$ cat src/rtl/bf_uart_pkg.sv
// Shared types and helpers for the verifuck UART receive path.
// Optional build macro: UART_RX_PARITY_EN (8E1 framing instead of 8N1).
package bf_uart_pkg;

  typedef enum logic [2:0] {
    IDLE   = 3'd0,
    START  = 3'd1,
    DATA   = 3'd2,
    PARITY = 3'd3,
    STOP   = 3'd4
  } rx_state_t;

  localparam int DATA_BITS = 8;

  function automatic int clks_per_bit(input int clk_hz, input int baud);
    return clk_hz / baud;
  endfunction

endpackage

$ cat src/rtl/bf_rx_fifo.sv
// Small synchronous receive FIFO, 8 bits wide. A push while full is accepted
// only when a pop happens in the same cycle (the head slot is being freed).
module bf_rx_fifo #(
  parameter int DEPTH = 4
) (
  input  logic       clk,
  input  logic       rst_n,
  input  logic       push,
  input  logic [7:0] din,
  output logic       full,
  input  logic       pop,
  output logic [7:0] dout,
  output logic       empty
);

  localparam int PTR_W = $clog2(DEPTH);
  localparam int CNT_W = PTR_W + 1;
  localparam logic [CNT_W-1:0] FULL_CNT = CNT_W'(DEPTH);

  logic [7:0]       mem [DEPTH];
  logic [PTR_W-1:0] wr_ptr;
  logic [PTR_W-1:0] rd_ptr;
  logic [CNT_W-1:0] count;
  logic             do_push;
  logic             do_pop;

  assign empty   = (count == '0);
  assign full    = (count == FULL_CNT);
  assign do_pop  = pop && !empty;
  assign do_push = push && (!full || do_pop);
  assign dout    = mem[rd_ptr];

  always_ff @(posedge clk or negedge rst_n) begin
    if (!rst_n) begin
      wr_ptr <= '0;
      rd_ptr <= '0;
      count  <= '0;
      for (int i = 0; i < DEPTH; i++) mem[i] <= '0;
    end else begin
      if (do_push) begin
        mem[wr_ptr] <= din;
        wr_ptr      <= wr_ptr + 1'b1;
      end
      if (do_pop) rd_ptr <= rd_ptr + 1'b1;
      case ({do_push, do_pop})
        2'b10:   count <= count + 1'b1;
        2'b01:   count <= count - 1'b1;
        default: count <= count;
      endcase
    end
  end

endmodule

$ cat src/rtl/bf_uart_rx.sv
// UART receiver for the CPU ',' instruction: pin synchroniser, frame FSM and
// receive FIFO. Define UART_RX_PARITY_EN for 8E1 framing (default is 8N1).
module bf_uart_rx
  import bf_uart_pkg::*;
#(
  parameter int CLK_HZ     = 12000000,
  parameter int BAUD       = 115200,
  parameter int FIFO_DEPTH = 4
) (
  input  logic       clk,
  input  logic       rst_n,
  input  logic       uart_rx_pin,
  output logic [7:0] rx_data,
  output logic       rx_valid,
  input  logic       rx_ready,
  output logic       rx_overrun,
  output logic       rx_frame_err,
  output rx_state_t  dbg_state
);

  localparam int CLKS_PER_BIT = clks_per_bit(CLK_HZ, BAUD);
  localparam int CNT_W        = $clog2(CLKS_PER_BIT + 1);
  localparam logic [CNT_W-1:0] CNT_BIT  = CNT_W'(CLKS_PER_BIT - 1);
  localparam logic [CNT_W-1:0] CNT_HALF = CNT_W'(CLKS_PER_BIT / 2 - 1);
  localparam logic [2:0]       IDX_LAST = 3'(DATA_BITS - 1);

  logic             sync1, rxs, rxs_d;
  logic [1:0]       flush;
  logic             armed;
  logic             start_det;
  rx_state_t        state, state_nxt;
  logic [CNT_W-1:0] cnt, cnt_nxt;
  logic [2:0]       idx, idx_nxt;
  logic [7:0]       shreg, shreg_nxt;
  logic             push;
  logic             ferr_nxt;
  logic             pop;
  logic             fifo_full;
  logic             fifo_empty;
`ifdef UART_RX_PARITY_EN
  logic             par_err, par_err_nxt;
`endif

  // The synchroniser resets to 1, so arming waits until flush shows that rxs
  // holds a real pin sample; a line stuck low across reset never arms.
  always_ff @(posedge clk or negedge rst_n) begin
    if (!rst_n) begin
      sync1 <= 1'b1;
      rxs   <= 1'b1;
      rxs_d <= 1'b1;
      flush <= 2'b00;
      armed <= 1'b0;
    end else begin
      sync1 <= uart_rx_pin;
      rxs   <= sync1;
      rxs_d <= rxs;
      flush <= {flush[0], 1'b1};
      armed <= armed | (flush[1] & rxs);
    end
  end

  assign start_det = armed && rxs_d && !rxs;

  always_comb begin
    state_nxt = state;
    cnt_nxt   = (cnt == '0) ? cnt : cnt - 1'b1;
    idx_nxt   = idx;
    shreg_nxt = shreg;
    push      = 1'b0;
    ferr_nxt  = 1'b0;
`ifdef UART_RX_PARITY_EN
    par_err_nxt = par_err;
`endif
    case (state)
      IDLE: begin
        if (start_det) begin
          state_nxt = START;
          cnt_nxt   = CNT_HALF;
`ifdef UART_RX_PARITY_EN
          par_err_nxt = 1'b0;
`endif
        end
      end
      START: begin
        if (cnt == '0) begin
          if (!rxs) begin
            state_nxt = DATA;
            cnt_nxt   = CNT_BIT;
            idx_nxt   = '0;
          end else begin
            state_nxt = IDLE;
          end
        end
      end
      DATA: begin
        if (cnt == '0) begin
          shreg_nxt = {rxs, shreg[7:1]};
          cnt_nxt   = CNT_BIT;
          idx_nxt   = idx + 1'b1;
          if (idx == IDX_LAST) begin
`ifdef UART_RX_PARITY_EN
            state_nxt = PARITY;
`else
            state_nxt = STOP;
`endif
          end
        end
      end
`ifdef UART_RX_PARITY_EN
      PARITY: begin
        if (cnt == '0) begin
          par_err_nxt = rxs ^ (^shreg);
          cnt_nxt     = CNT_BIT;
          state_nxt   = STOP;
        end
      end
`endif
      STOP: begin
        // Return to IDLE at mid-stop so a back-to-back start edge is caught.
        if (cnt == '0) begin
          state_nxt = IDLE;
`ifdef UART_RX_PARITY_EN
          if (rxs && !par_err) push = 1'b1;
`else
          if (rxs) push = 1'b1;
`endif
          else ferr_nxt = 1'b1;
        end
      end
      default: state_nxt = IDLE;
    endcase
  end

  always_ff @(posedge clk or negedge rst_n) begin
    if (!rst_n) begin
      state        <= IDLE;
      cnt          <= '0;
      idx          <= '0;
      shreg        <= '0;
      rx_overrun   <= 1'b0;
      rx_frame_err <= 1'b0;
`ifdef UART_RX_PARITY_EN
      par_err      <= 1'b0;
`endif
    end else begin
      state        <= state_nxt;
      cnt          <= cnt_nxt;
      idx          <= idx_nxt;
      shreg        <= shreg_nxt;
      rx_overrun   <= push && fifo_full && !pop;
      rx_frame_err <= ferr_nxt;
`ifdef UART_RX_PARITY_EN
      par_err      <= par_err_nxt;
`endif
    end
  end

  // Handshake: a byte transfers on every clk edge where rx_valid && rx_ready;
  // rx_data is held steady while rx_valid is high and rx_ready is low.
  assign pop       = rx_valid && rx_ready;
  assign rx_valid  = !fifo_empty;
  assign dbg_state = state;

  bf_rx_fifo #(
    .DEPTH (FIFO_DEPTH)
  ) u_fifo (
    .clk   (clk),
    .rst_n (rst_n),
    .push  (push),
    .din   (shreg_nxt),
    .full  (fifo_full),
    .pop   (pop),
    .dout  (rx_data),
    .empty (fifo_empty)
  );

endmodule
$ cat config.mk
export PLATFORM = sky130hd
export DESIGN_NAME = bf_uart_rx
export DESIGN_NICKNAME = d
export VERILOG_FILES = /design/src/rtl/bf_uart_pkg.sv /design/src/rtl/bf_rx_fifo.sv /design/src/rtl/bf_uart_rx.sv
export SDC_FILE = /design/constraint.sdc
export NUM_CORES = 1
export LEC_CHECK = 0
export CAP_MARGIN = 20
export CELL_PAD_IN_SITES_DETAIL_PLACEMENT = 2
export CELL_PAD_IN_SITES_GLOBAL_PLACEMENT = 2
export CORE_UTILIZATION = 30
export CTS_CLUSTER_SIZE = 16
export DETAILED_ROUTE_END_ITERATION = 12
export PLACE_DENSITY_LB_ADDON = 0.1
export SETUP_SLACK_MARGIN = 0.02
export SLEW_MARGIN = 25
export SYNTH_ARGS = -nofsm -noshare
export SYNTH_HDL_FRONTEND = slang
export SYNTH_SLANG_ARGS = --single-unit
$ cat constraint.sdc
create_clock -name clk -period 2.2 [get_ports clk]
set_input_delay 0.44 -clock clk [delete_from_list [all_inputs] [get_ports clk]]
set_output_delay 0.44 -clock clk [all_outputs]
set_load 0.02 [all_outputs]
-- Word level (Yosys, flattened, before mapping)
Cells that the tools add are included.
- add/sub/neg operators: 6
- order comparisons: 3
- equality and inequality tests: 13
- mux-type cells: 32
- bitwise logic cells: 4
- reductions and logical operators: 20
- operator list (operator ; count):
    8-bit two-way mux ; 5
    7-bit two-way mux ; 5
    32-bit bitwise mux ; 1
    3-bit two-way mux ; 8
    7-bit case mux with 3 select lines ; 1
    8-bit binary-select mux with 2-bit select ; 1
    8-bit demux with 2-bit select ; 1
    2-bit inequality test, second input constant ; 6
    3-bit case mux with 2 select lines ; 2
    3-bit case mux with 4 select lines ; 1
    3-bit == test, second input constant ; 3
    1-bit logical AND ; 8
    7-bit zero test ; 1
    7-bit by 1-bit subtractor with 7-bit output, second input constant ; 1
    3-bit by 1-bit adder with 3-bit output, second input constant ; 2
    3-bit greater-or-equal comparator, second input constant ; 2
    3-bit zero test ; 2
    1-bit two-way mux ; 6
    2-bit NOT with 3-bit output ; 2
    5-bit AND reduction ; 1
    2-bit by 1-bit adder with 2-bit output, second input constant ; 2
    1-bit zero test ; 4
    4-bit AND reduction ; 1
    2-bit nonzero test ; 2
    10 further kinds ; 10
- register bits: 68
- bits of input ports: 4
- output and inout bits: 14
- logic and storage cells: 96

-- Logic depth before layout (Yosys ltp)
- word-level depth: 8
- depth in mapped cells: 11
- mapped depth without buffers: 10

-- Cells and area by module
From an unflattened synthesis, not the netlist that was laid out.
- cells, all modules: 222
- area total of the unflattened synthesis: 3151.8 um2
- by module, submodules not included (module ; times used ; cells an instance ; area each (um2) ; seq. area each (um2)):
    bf_rx_fifo ; 1 ; 115 ; 1801.7 ; 975.9
    bf_uart_rx ; 1 ; 107 ; 1350.0 ; 729.4

-- Worst setup path after synthesis
No wires, ideal clock.
- path type: input to register
- start point: input rx_ready
- end point: register u_fifo.count[2]
- setup time: 0.079 ns
- arrival time: 2.194 ns
- data required time: 2.121 ns
- setup slack: -0.073 ns
- cell stages on the path: 9
- path buffers: 1
- cell sequence: or4b_4 nand4_2 buf_4 ha_1 inv_1 fa_1 xor2_1 nor2_1 xor2_1
- longest elaborated chain between the ends: 6
- elaborated cells on any way between the ends: 8
- classes of those cells: eq/ne (2); mux (1); reduce/logical (5)
- RTL lines (item ; line ; text):
    start, declared ; bf_uart_rx.sv:15 ; input logic rx_ready,
    1-bit logical AND (*) ; bf_uart_rx.sv:160 ; assign pop = rx_valid && rx_ready;
    1-bit logical AND (*) ; bf_rx_fifo.sv:29 ; assign do_pop = pop && !empty;
    1-bit logical OR ; bf_rx_fifo.sv:30 ; assign do_push = push && (!full || do_pop);
    1-bit logical AND ; bf_rx_fifo.sv:30 ;
    2-bit by 1-bit == test with 1-bit output or 2-bit == test (tied branches) ; bf_rx_fifo.sv:45 ; case ({do_push, do_pop})
    3-bit case mux with 2 select lines or 2-bit nonzero test (tied branches) ; - ;
    end signal, assigned ; bf_rx_fifo.sv:46 ; 2'b10: count <= count + 1'b1;
    end signal, assigned ; bf_rx_fifo.sv:47 ; 2'b01: count <= count - 1'b1;
    end signal, assigned ; bf_rx_fifo.sv:48 ; default: count <= count;
    end, declared ; bf_rx_fifo.sv:23 ; logic [CNT_W-1:0] count;
Every way passes the cells marked *; elsewhere a longest branch is shown, timed or not.
A chain may end at the register's enable or synchronous reset.

-- Worst setup path after layout
- start point: register u_fifo.count[1]
- end point: register u_fifo.count[2]
- longest elaborated chain between the ends: 8
- elaborated cells on any way between the ends: 14
- classes of those cells: add/sub (2); eq/ne (3); mux (1); reduce/logical (8)
- RTL lines (item ; line ; text):
    3-bit zero test ; bf_rx_fifo.sv:27 ; assign empty = (count == '0);
    1-bit zero test ; bf_rx_fifo.sv:29, bf_uart_rx.sv:161 ;
    1-bit logical AND ; bf_uart_rx.sv:160 ;
    1-bit logical AND ; bf_rx_fifo.sv:29 ;
    1-bit logical OR ; bf_rx_fifo.sv:30 ;
    1-bit logical AND ; bf_rx_fifo.sv:30 ;
    2-bit by 1-bit == test with 1-bit output or 2-bit == test (tied branches) ; bf_rx_fifo.sv:45 ;
    3-bit case mux with 2 select lines or 2-bit nonzero test (tied branches) ; - ;
Several ways; a longest one is shown, not always the timed one.

==> results.rst <==
.. list-table::
   :header-rows: 1

   * - Metric
     - Value
   * - Fin crit share
     - 0.962
   * - HPWL after detailed placement
     - 5.55 mm
   * - Layout area overhead
     - 21.6%
   * - Place WS
     - -367 ps
   * - Average footprint of a synthesized cell
     - 11.3 µm²
   * - Min-delay worst type
     - in -> async
   * - Maximum clock path buffer count
     - 2
   * - FF-to-FF setup slack
     - 80 ps
   * - Max-slew violation total from the final report
     - 0
   * - Fraction of layout cells with a size suffix above 1
     - 0.215
   * - Endpoint type of the worst setup path
     - register
   * - Global-route wire length before repair
     - 14.5 mm
   * - Share of flip-flops with an asynchronous set or reset after synthesis
     - 1.00
   * - Number of placed I/O pins
     - 18
   * - Cts hold-fix bufs
     - 0
   * - Library cell used as clock root buffer
     - sky130_fd_sc_hd__clkbuf_8
   * - Area inside the core boundary
     - 9910 µm²
   * - Finished layout cell area
     - 3790 µm²
   * - Total number of placement rows
     - 36
   * - Syn_nets
     - 291
   * - Setup WS post-layout
     - 84.3 ps
   * - Global Route Usage Sum
     - 0.175
   * - Total grt overflow
     - 0
   * - Final cell utilization of the core
     - 0.383
   * - Crit path cell chain
     - or4b_4 -> nand4_4 -> ha_4 -> inv_1 -> fa_2 -> xor2_1 -> nor2_1 -> xor2_1
   * - Remaining design rule violation count
     - 0
   * - Post-detailed-route via-to-cell ratio
     - 4.95
   * - Data required time of the critical path
     - 2470 ps
   * - Setup total negative slack
     - 0 ps
   * - TritonCTS clock tree
     - yes
   * - Number of global-route vias before repair
     - 2,658
   * - Final GP Congestion
     - 0.726
   * - Insertion delay of the later-clocked pin in the worst-skew pair
     - 340 ps
   * - Leading register cell type out of synthesis
     - sky130_fd_sc_hd__dfrtp_1
   * - Cell type with the highest occurrence count on the critical path
     - sky130_fd_sc_hd__xor2_1
   * - Total of max-cap violations
     - 0
   * - Die outline height
     - 104 µm
   * - RSZ-0062 raised after global routing
     - yes
   * - Number of enable-type register cells in the synthesized netlist
     - 0
   * - Routed Wire Length
     - 8.40 mm
   * - Initial core utilization
     - 0.315
   * - Number of cells traversed by the worst register-to-register path
     - 8
   * - Run status
     - completed
   * - Leakage power
     - 1.66 nW
   * - Detailed-routing iteration count for the pre-antenna-repair pass
     - 4
   * - Fin crit period
     - 2120 ps
   * - Compound-Gate Fraction of Synth Area
     - 0.145
   * - Die outline width
     - 104 µm
   * - Number of buffer cells added on primary ports
     - 17
   * - Initial DRC count
     - 86
   * - Synth Area in Simple Gates
     - 0.141
   * - Mux share of post-synthesis cell area
     - 0.0578
   * - #FFs+latches synth
     - 68
   * - Category of the most critical setup path
     - reg -> reg
   * - Maximum ir drop on the vdd rail
     - 0.000373 V
   * - Startpoint of the worst register-to-register path
     - u_fifo.count[1]$_DFFE_PN0P_
   * - Area after DPL
     - 3600 µm²
   * - Final number of hold-violating endpoints
     - 0
   * - Vias
     - 2,246
   * - Cell with the biggest individual delay on the critical path
     - sky130_fd_sc_hd__or4b_4
   * - Main combinational cell family by area after synthesis
     - compound AO/OA/AOI/OAI gates
   * - Fraction of synthesized cell area in xor and xnor cells
     - 0.0281
   * - Number of buffers inserted during clock tree synthesis
     - 9
   * - Post-Syn Instances
     - 277
   * - Nets
     - 331
   * - Routed len/inst
     - 18.5 µm
   * - Synth warn
     - 0
   * - Number of antenna repair diodes
     - 0
   * - Detail Route Antenna Nets
     - 0
   * - Crit Reg-Reg Endpoint
     - u_fifo.count[2]$_DFFE_PN0P_
   * - Total standard cell area after synthesis
     - 3120 µm²
   * - Setup clock skew after layout
     - 7.69 ps
   * - Number of clock sinks seen by CTS
     - 68
   * - Adder-cell area share of the yosys netlist
     - 0.0425
   * - Number of antenna violations at the first check in global routing
     - 0
   * - Number of library cell types mapped by synthesis
     - 47
   * - Die footprint
     - 10,800 µm²
   * - Sequential share of the synthesized area
     - 0.547
   * - CP Launch Type
     - register
   * - FMAX
     - 473 MHz
   * - Clock input transition at the sequential cells of the worst setup and hold paths
     - 80 ps
   * - Worst path max stage delay
     - 580 ps
   * - Largest fanout of any net on the critical path
     - 4
   * - H-tree level count
     - 3
   * - Cell area power density
     - 771 nW/µm²
   * - Maximum number of pins on one net before global-route repair
     - 69
   * - Count of final setup violators
     - 0
   * - Data arrival time of the worst path
     - 2380 ps
## cell usage in the layout (no fill, tap or decap), types with 2 or more instances in the layout
master | synthesis | routed
sky130_fd_sc_hd__o21ai_0 | 36 | 36
sky130_fd_sc_hd__o21ai_1 | 34 | 34
sky130_fd_sc_hd__buf_4 | 2 | 18
sky130_fd_sc_hd__and2_1 | 2 | 2
sky130_fd_sc_hd__nand2_1 | 34 | 34
sky130_fd_sc_hd__buf_12 | 0 | 3
sky130_fd_sc_hd__clkdlybuf4s15_2 | 0 | 2
sky130_fd_sc_hd__xnor2_1 | 7 | 7
sky130_fd_sc_hd__nor3_1 | 3 | 3
sky130_fd_sc_hd__inv_1 | 14 | 14
sky130_fd_sc_hd__nand3_1 | 3 | 3
sky130_fd_sc_hd__clkbuf_8 | 0 | 10
sky130_fd_sc_hd__nor2_1 | 8 | 8
sky130_fd_sc_hd__nand2_8 | 4 | 4
sky130_fd_sc_hd__clkdlybuf4s50_1 | 0 | 6
sky130_fd_sc_hd__clkbuf_2 | 0 | 6
sky130_fd_sc_hd__a22o_1 | 2 | 2
sky130_fd_sc_hd__nor3b_1 | 2 | 2
sky130_fd_sc_hd__a31oi_1 | 3 | 3
sky130_fd_sc_hd__o211ai_1 | 2 | 2
sky130_fd_sc_hd__xor2_1 | 3 | 3
sky130_fd_sc_hd__ha_1 | 9 | 7
sky130_fd_sc_hd__clkbuf_1 | 1 | 3
sky130_fd_sc_hd__dfrtp_1 | 65 | 65
sky130_fd_sc_hd__dfstp_2 | 3 | 3
sky130_fd_sc_hd__ha_4 | 0 | 2
sky130_fd_sc_hd__a21oi_1 | 2 | 2
sky130_fd_sc_hd__mux4_2 | 8 | 8
sky130_fd_sc_hd__a21o_1 | 2 | 2
## stage by stage
stage               total power, W  instances  hold WS (ps)
detailed placement         0.00191        436           340
global placement           0.00190        436           333
CTS                        0.00295        451           124
floorplan                  0.00172        277           144
finish                     0.00292        454           109
global route               0.00310        454           143
## worst max path at each step
stage / start / to / cells past startpoint
after global placement: rx_ready / u_fifo.count[2]$_DFFE_PN0P_ / 9
after global routing: u_fifo.count[1]$_DFFE_PN0P_ / u_fifo.count[2]$_DFFE_PN0P_ / 8
final: u_fifo.count[1]$_DFFE_PN0P_ / u_fifo.count[2]$_DFFE_PN0P_ / 8
after detailed placement: rx_ready / u_fifo.count[2]$_DFFE_PN0P_ / 9
after CTS: u_fifo.rd_ptr[0]$_DFFE_PN0P_ / rx_data[0] / 3
after floorplan: rx_ready / u_fifo.count[2]$_DFFE_PN0P_ / 9
## per-layer routing
layer / global-route usage / share of wire / vias to the layer above
met3: 0.0326 / 0.018 / 8
met4: 0.0490 / 0.011 / 0
met2: 0.316 / 0.52 / 20
met1: 0.212 / 0.45 / 1168
li1: - / - / 1050
met5: 0 / 0 / -
## state kept, by name, summed over array words and instances (netlist names), 2 cells and up
name and count:
dbg_state 3, cnt 7, idx 3, u_fifo.rd_ptr 2, u_fifo.wr_ptr 2, flush 2
u_fifo.count 3, u_fifo.mem 32, shreg 8
## logic make-up (layout without fill, tap and decap cells)
kind of cell	Yosys count	after routing
buffers and inverters	25	69
AND/OR/NAND/NOR	71	71
other	1	1
flip-flops	68	68
XOR/XNOR	10	10
multiplexers	8	8
adder cells (fa/ha/maj)	10	10
AO/OA/AOI/OAI	84	84
## Yosys cell counts, types with 2 or more instances
master                     instances  area, µm²
sky130_fd_sc_hd__inv_1            14       52.6
sky130_fd_sc_hd__nor3b_1           2       15.0
sky130_fd_sc_hd__nor3_1            3       15.0
sky130_fd_sc_hd__nor2_1            8       30.0
sky130_fd_sc_hd__a21o_1            2       15.0
sky130_fd_sc_hd__ha_1              9        113
sky130_fd_sc_hd__buf_2             5       25.0
sky130_fd_sc_hd__a21oi_1           2       10.0
sky130_fd_sc_hd__a31oi_1           3       18.8
sky130_fd_sc_hd__and2_1            2       12.5
sky130_fd_sc_hd__o21ai_0          36        180
sky130_fd_sc_hd__o211ai_1          2       15.0
sky130_fd_sc_hd__dfstp_2           3       78.8
sky130_fd_sc_hd__o21ai_1          34        170
sky130_fd_sc_hd__a22o_1            2       17.5
sky130_fd_sc_hd__xor2_1            3       26.3
sky130_fd_sc_hd__xnor2_1           7       61.3
sky130_fd_sc_hd__dfrtp_1          65       1630
sky130_fd_sc_hd__nand3_1           3       15.0
sky130_fd_sc_hd__nand2_1          34        128
sky130_fd_sc_hd__nand2_8           4       80.1
sky130_fd_sc_hd__mux4_2            8        180
sky130_fd_sc_hd__buf_4             2       15.0
## area by class of cell
| type | instances | area [µm²] |
|---|---|---|
| fillers | 1052 | 6120 |
| flip-flops and latches | 68 | 1710 |
| multi-input cells | 184 | 1330 |
| repair buffers | 39 | 345 |
| well taps | 133 | 166 |
| clock buffers | 13 | 149 |
| inverters | 15 | 56.3 |
| clock inverters | 2 | 35.0 |
## repair_timing
action	in CTS	in global routing
gates resized for setup	16	12
pin swaps	3	2
endpoints found under the setup margin	10	8
setup buffers	0	3
## critical path, delay by kind of cell, from the launching register on
family                   cells  cell delay, ps
AND/OR/NAND/NOR              3             820
adder cells (fa/ha/maj)      2             460
flip-flops                   1             420
XOR/XNOR                     2             310
buffers and inverters        1              40
## power breakdown
| group | switching, W | internal [W] | leakage [nW] |
|---|---|---|---|
| Sequential | 0.0000769 | 0.00133 | 0.906 |
| Combinational | 0.000245 | 0.000249 | 0.663 |
| Clock | 0.000471 | 0.000549 | 0.0935 |
| Total | 0.000793 | 0.00213 | 1.66 |
Note: power is estimated with default switching activity, not from simulation.
